[src/rtl/multiply_add_seq_ctrl.sv]
// Job sequencer for a digit-serial multiply-add datapath: latches a job, streams WIDTH operand digits
// plus DELTA zero flush digits, and collects result digits. Optional MULTIPLY_ADD_SEQ_PERF_EN adds job_count.
module multiply_add_seq_ctrl #(
    parameter int WIDTH = 32,
    parameter int M     = 8,
    parameter int DELTA = 2
) (
    input  logic                 clk,
    input  logic                 rst_n,
    input  logic                 in_valid,
    output logic                 in_ready,
    input  logic [M-1:0]         in_a,
    input  logic [3*WIDTH-1:0]   in_x,
    input  logic [3*WIDTH-1:0]   in_c,
    output logic                 dp_start,
    output logic                 dp_en,
    output logic [M-1:0]         dp_a,
    output logic [2:0]           dp_x_digit,
    output logic [2:0]           dp_c_digit,
    input  logic [2:0]           dp_y_digit,
    output logic                 out_valid,
    input  logic                 out_ready,
    output logic [3*WIDTH-1:0]   out_y
`ifdef MULTIPLY_ADD_SEQ_PERF_EN
    ,
    output logic [15:0]          job_count
`endif
);

    localparam int STEPS = WIDTH + DELTA;
    localparam int KW    = (STEPS > 1) ? $clog2(STEPS) : 1;

    typedef enum logic [1:0] {
        S_IDLE,
        S_FEED,
        S_DONE
    } state_t;

    state_t             r_state;
    state_t             w_next;
    logic [KW-1:0]      r_k;
    logic [M-1:0]       r_a;
    logic [3*WIDTH-1:0] r_x;
    logic [3*WIDTH-1:0] r_c;
    logic [3*WIDTH-1:0] r_y;

    logic w_accept;
    logic w_feed;
    logic w_last;
    logic w_release;

    assign w_accept  = (r_state == S_IDLE) && in_valid;
    assign w_feed    = (r_state == S_FEED);
    assign w_last    = (r_k == KW'(STEPS - 1));
    assign w_release = (r_state == S_DONE) && out_ready;

    always_ff @(posedge clk or negedge rst_n) begin
        if (!rst_n) begin
            r_state <= S_IDLE;
        end else begin
            r_state <= w_next;
        end
    end

    always_comb begin
        w_next = r_state;
        case (r_state)
            S_IDLE:  if (in_valid)  w_next = S_FEED;
            S_FEED:  if (w_last)    w_next = S_DONE;
            S_DONE:  if (out_ready) w_next = S_IDLE;
            default:                w_next = S_IDLE;
        endcase
    end

    // Result digit for input step j arrives DELTA steps later, so step k fills digit k-DELTA.
    always_ff @(posedge clk or negedge rst_n) begin
        if (!rst_n) begin
            r_k <= '0;
            r_a <= '0;
            r_x <= '0;
            r_c <= '0;
            r_y <= '0;
        end else if (w_accept) begin
            r_k <= '0;
            r_a <= in_a;
            r_x <= in_x;
            r_c <= in_c;
            r_y <= '0;
        end else if (w_feed) begin
            if (!w_last) begin
                r_k <= r_k + KW'(1);
            end
            for (int i = 0; i < WIDTH; i++) begin
                if (r_k == KW'(i + DELTA)) begin
                    r_y[3*i +: 3] <= dp_y_digit;
                end
            end
        end
    end

    always_comb begin
        in_ready   = (r_state == S_IDLE);
        out_valid  = (r_state == S_DONE);
        dp_en      = w_feed;
        dp_start   = w_feed && (r_k == '0);
        dp_x_digit = 3'b000;
        dp_c_digit = 3'b000;
        if (w_feed) begin
            for (int i = 0; i < WIDTH; i++) begin
                if (r_k == KW'(i)) begin
                    dp_x_digit = r_x[3*i +: 3];
                    dp_c_digit = r_c[3*i +: 3];
                end
            end
        end
    end

    assign dp_a  = r_a;
    assign out_y = r_y;

`ifdef MULTIPLY_ADD_SEQ_PERF_EN
    logic [15:0] r_job_count;

    always_ff @(posedge clk or negedge rst_n) begin
        if (!rst_n) begin
            r_job_count <= '0;
        end else if (w_release) begin
            r_job_count <= r_job_count + 16'd1;
        end
    end

    assign job_count = r_job_count;
`endif

endmodule

[config.mk]
export PLATFORM = sky130hd
export DESIGN_NAME = multiply_add_seq_ctrl
export DESIGN_NICKNAME = d
export VERILOG_FILES = /design/src/rtl/multiply_add_seq_ctrl.sv
export SDC_FILE = /design/constraint.sdc
export NUM_CORES = 1
export LEC_CHECK = 0
export BUFFER_PORTS_ARGS = -buffer_cell sky130_fd_sc_hd__buf_4
export CORE_MARGIN = 3
export CORE_UTILIZATION = 40
export DETAILED_ROUTE_END_ITERATION = 7
export GPL_TIMING_DRIVEN = 0
export PLACE_DENSITY = 0.62
export SLEW_MARGIN = 30
export SYNTH_ARGS = -nofsm -noshare
export SYNTH_HDL_FRONTEND = slang
export SYNTH_SLANG_ARGS = --single-unit
[constraint.sdc]
create_clock -name clk -period 3.4 [get_ports clk]
set_input_delay 0.51 -clock clk [delete_from_list [all_inputs] [get_ports clk]]
set_output_delay 0.51 -clock clk [all_outputs]
set_load 0.005 [all_outputs]
# [Word level (Yosys, flattened, before mapping)]
# Index checks and enable logic that the tools add are counted.
[word_totals] reg_bits=304
[classes] addsub=1 reduce_logical=71 eq_ne=39 muxes=107
[ops] cell="3-bit 2-to-1 mux" count=98
[ops] cell="96-bit 2-to-1 mux" count=2
[ops] cell="6-bit by 5-bit equality test with 1-bit output, second input constant" count=16
[ops] cell="2-bit AND reduction" count=33
[ops] cell="2-bit nonzero test" count=33
[ops] cell="6-bit by 4-bit equality test with 1-bit output, second input constant" count=8
[ops] cell="6-bit by 3-bit equality test with 1-bit output, second input constant" count=4
[ops] cell="6-bit 2-to-1 mux" count=3
[ops] cell="6-bit by 2-bit equality test with 1-bit output, second input constant" count=2
[ops] cell="6-bit equality test, second input constant" count=2
[ops] cell="6-bit by 1-bit adder with 6-bit output, second input constant" count=1
[ops] cell="6-bit by 1-bit equality test with 1-bit output, second input constant" count=1
[ops] cell="6-bit logical NOT" count=1
[ops] cell="2-bit 2-to-1 mux" count=3
[ops] cell="2-bit one-hot mux with 3 select lines" count=1
[ops] cell="2-bit by 1-bit != test with 1-bit output, second input constant" count=2
[ops] cell="2-bit != test, second input constant" count=2
[ops] cell="3-bit AND reduction" count=1
[ops] cell="2-bit by 1-bit equality test with 1-bit output, second input constant" count=1
[ops] cell="2-bit equality test, second input constant" count=1
[ops] cell="1-bit logical AND" count=2
[ops] cell="2-bit logical NOT" count=1

# [Longest topological paths before layout]
[depth] word_depth=34 depth_mapped=10

# [Worst setup path after synthesis]
# Ideal clock, no wire load.
[synth_path] kind="flip-flop to output port" from="register r_k[1]" to="output dp_c_digit[0]" setup_slack_ps=697 path_buffers=1 arrival_time_ps=2193 stages_incl_launch_ff=10 t_required_ps=2890 cell_sequence="dfrtp_1 inv_1 ha_1 or3b_1 buf_2 o2111a_1 a2111oi_2 o41ai_1 a211oi_1 o221ai_1"
[synth_via] elab_chain_len=34 elab_cells_between_ends=65
[synth_rtl] item="start: declaration" line_no="41" rtl="logic [KW-1:0] r_k;"
[synth_rtl] item="start signal: assignment" line_no="91" rtl="r_k <= r_k + KW'(1);"
[synth_rtl] item="6-bit logical NOT" line_no="110" rtl="if (r_k == KW'(i)) begin"
[synth_rtl] item="3-bit 2-to-1 mux (31 in series)" line_no="110"
[synth_rtl] item="3-bit 2-to-1 mux *" line_no="110"
[synth_rtl] item="3-bit 2-to-1 mux *" line_no="108" rtl="if (w_feed) begin"
[synth_rtl] item="end: declaration" line_no="19" rtl="output logic [2:0] dp_c_digit,"
# Mark *: on every way between the ends. The rest lies on a longest branch, timed or not.

# [Worst setup path in the final report]
[layout_path] from="register r_k[0]" to="output dp_c_digit[1]"
# Same word-level chain as after synthesis.

==> Implementation_results.wiki <==
{| class="wikitable"
! Metric !! Value
|-
| Level count of the clock H-tree || 2
|-
| CTS tree || built
|-
| Maximum number of pins on one net before global-route repair || 88
|-
| Clock slew seen by the registers of the worst setup and hold paths || roughly 0.06 ns
|-
| Number of cells on the worst reg-to-reg path || 7
|-
| Nature of the critical path endpoint || primary output
|-
| Clock Tree Root || clkbuf_16
|-
| Effective utilization at floorplan || 0.4070
|-
| Number of top-level pins || ~320
|-
| Failing checks || setup timing
|-
| Distinct cells, synth || 77
|-
| Clock insertion delay at the later pin of the skew report || 0.51 ns
|-
| Leading register cell type out of synthesis || dfrtp_1
|-
| DIE HEIGHT || 196.5 um
|-
| Post-detail-place hpwl || ~42,000 um
|-
| Final setup violation count || 6
|-
| Result of the run || finished, violations left
|-
| Capturing instance or port of the critical path || dp_c_digit[1]
|-
| Proportion of layout cells with a drive suffix above 1 || 0.4375
|-
| Initial DRC Count || 1,050
|-
| Synth Register Bits || 304
|-
| Ratio of total power to cell area || 619.5 nW/um2
|-
| Global-route usage over all layers || 0.2782
|-
| Last weighted congestion value of the routability-driven placer || roughly 0.95
|-
| Part of the Yosys area used for sequential elements || 0.5242
|-
| Die Outline Area || 38,600 um2
|-
| Final Net Count || slightly below 2k
|-
| Number of enable flip-flop cells after synthesis || 0
|-
| Commonest cells after routing, fill and taps aside || buf_4 (359), dfrtp_1 (301), mux2_2 (195)
|-
| Drc violations || 0
|-
| Row Count || between 60 and 70
|-
| Tightest slew margin relative to the limit || 0.2761
|-
| Grt ovf || 0
|-
| Growth of design area from synthesis to finish || 38.27%
|-
| Post-route clock skew || 0.01193 ns
|-
| Syn avg cell area || 10.66 um2
|-
| HP Class || in -> reg
|-
| Number of antenna violations at the first check in global routing || 0
|-
| Startpoint of the worst setup timing path || r_k[0]
|-
| Transition at the pin with the smallest max-transition slack || 1.078 ns
|-
| Number of max-capacitance violations reported || 0
|-
| Per-cell via count in the routed design || 5.808
|-
| Post-route setup slack || -0.3290 ns
|-
| Total wirelength of the detailed-routed design || 55,650 um
|-
| Number of pins exceeding their max-slew limit in the final report || 0
|-
| Setup repair after global routing missed its margin || true
|-
| CP Max Fanout || 6
|-
| Type of element launching the critical path || flip-flop
|-
| Remaining antenna violation count || 0
|-
| Worst reg2reg path startpoint || r_state[0]
|-
| Critical register-to-register path endpoint || out_y[88]
|-
| Synth warnings || 0
|-
| Horiz. Die Dim || 196.5 um
|-
| Nets in the synthesized netlist || around 1.6k
|-
| Async set-or-reset flop fraction in the synthesized netlist || 1.000
|-
| Worst hold-check slack || 0.2080 ns
|-
| Final routed wire length divided by cell count || 24.79 um
|-
| IO Port Bufs || 320
|-
| Number of global-route vias before repair || 12.99k
|-
| Clock period minus final worst setup slack || 3.729 ns
|-
| Cts bufs inserted || 35
|-
| Number of cells produced by synthesis || 1,361
|-
| Setup slack on the worst flop-to-flop path || 0.54 ns
|-
| Fin crit share || 1.097
|-
| Wire length of the first global-routing pass || 81,270 um
|-
| Final standard cell utilization of the core || 0.5628
|-
| Number of sinks on the clock net || 304
|-
| Data arrival time at the worst-slack endpoint || 3.22 ns
|-
| Highest Clock Rate || 268.2 MHz
|-
| Area of the mapped netlist || 14,510 um2
|-
| Placeable Area || 35,660 um2
|-
| Class of the most critical setup path || reg -> out
|-
| Hold violation count in the final report || 0
|-
| Req. time, crit path || between 2 and 3 ns
|-
| Worst Hold Launch || in_c[43]
|-
| Most common cell after layout, fill and taps aside || buf_4
|-
| DR pass1 iterations || 8
|-
| Via count || 13.04k
|-
| Standby leakage power || 0.008894 uW
|-
| Maximum buffer depth of the clock tree || 3
|-
| VDD IR max || 0.3350 mV
|}
[cells in the mapped netlist (3+ instances only)]
cell,count,share of area
dfrtp_1,304,0.52
mux2_2,195,0.15
nand2_1,151,0.039
a21oi_1,105,0.036
nor2_1,91,0.024
o21ai_0,72,0.025
clkbuf_1,63,0.016
nand3_1,51,0.018
nor3_1,34,0.012
buf_2,19,0.0066
mux2i_1,18,0.012
a211oi_1,15,0.0078
o22ai_1,14,0.0060
and3_1,12,0.0052
a221oi_1,11,0.0066
inv_1,11,0.0028
nand2b_1,10,0.0043
nor4_1,10,0.0043
o221ai_1,10,0.0060
nand3b_1,9,0.0047
or3_1,9,0.0039
nor2b_1,8,0.0034
o31ai_1,8,0.0041
a22oi_1,7,0.0036
a32oi_1,7,0.0042
buf_6,7,0.0054
nand4_1,7,0.0030
o211ai_1,7,0.0036
nor2_2,6,0.0026
a2111oi_0,5,0.0030
or4_1,5,0.0026
ha_1,4,0.0034
or2_2,4,0.0017
a311oi_1,3,0.0018
and2_1,3,0.0013
and3b_1,3,0.0018
buf_1,3,0.00078
nor3b_1,3,0.0016
o211a_1,3,0.0021
o21ai_1,3,0.0010
or3b_1,3,0.0018
xor2_1,3,0.0018
[final cells by class]
class / count / area, um2
Tap cell: 461 / 576.8
Sequential cell: 304 / 7611
Clock inverter: 12 / 141.4
Antenna cell: 1 / 2.502
Buffer: 89 / 583.1
Inverter: 11 / 41.29
Multi-Input combinational cell: 952 / 7179
Clock buffer: 48 / 1057
Fill cell: 3098 / 15590
Timing Repair Buffer: 367 / 2873
[per-layer routing]
metal,vias up,track usage,wire length [um]
met2,660,0.4333,25310
met3,123,0.04513,4366
met5,-,0,0
met1,6515,0.3982,23920
met4,0,0.09612,2058
li1,5741,-,-
[stage by stage]
| step | instances | setup TNS [ns] | setup slack [ns] | total power [uW] | cell area [um2] |
|---|---|---|---|---|---|
| 3_5_place_dp | 2145 | -2.977 | -0.6080 | 7838 | 17580 |
| 2_1_floorplan | 1361 | 0 | 0.6968 | 6330 | 14510 |
| 6_report | 2245 | -1.322 | -0.3290 | 12430 | 20070 |
| 4_1_cts | 2223 | -1.214 | -0.2483 | 12100 | 19490 |
| 3_3_place_gp | 2142 | -276.72 | -0.9355 | 7760 | 17490 |
| 5_1_grt | 2244 | -1.582 | -0.3658 | 12930 | 20060 |
[sequential cells by signal, summed over array words and instances, names as in the netlist]
register,cells
r_state,2
r_k,6
out_y,96
r_x,96
dp_a,8
r_c,96
[worst min path at each step]
stage,to,depth (start not counted)
after floorplan,dp_a[0],0
after global placement,r_x[83],1
after detailed placement,r_x[83],1
after CTS,r_c[43],3
after global routing,r_c[10],2
final,r_c[43],3
[kinds of logic after synthesis]
group                    share of synthesized area
multiplexers                                0.1637
AND/OR/NAND/NOR                             0.1452
adder cells (fa/ha/maj)                   0.003449
flip-flops                                  0.5242
AO/OA/AOI/OAI                               0.1274
XOR/XNOR                                  0.003018
buffers and inverters                      0.03294
[what timing repair did]
item | 4_1_cts | 5_1_grt
setup buffers | 19 | 23
pin swaps | 17 | 29
hold endpoints to repair | 70 | 0
hold buffers | 1 | 0
cloned | 0 | 1
gates resized for setup | 145 | 88
endpoints found under the setup margin | 6 | 26
[report_power, final]
group / leakage [uW] / switching (uW) / internal [uW] / total (uW)
logic: 0.00446 / 2000 / 1800 / 3800
registers: 0.00384 / 472 / 4250 / 4720
clock network: 0.000597 / 1520 / 2400 / 3910
total: 0.00889 / 3990 / 8450 / 12400
[critical path, cell delays in order (launching register included)]
cell      delay (ns)
dfrtp_2         0.44
inv_2           0.10
ha_4            0.18
buf_4           0.13
nor3b_4         0.38
buf_6           0.17
nor4_1          0.04
or3_1           0.36
a32oi_2         0.30
nor4_4          0.11
o211ai_1        0.32
buf_4           0.18
Power figures use the tool's default switching activity.
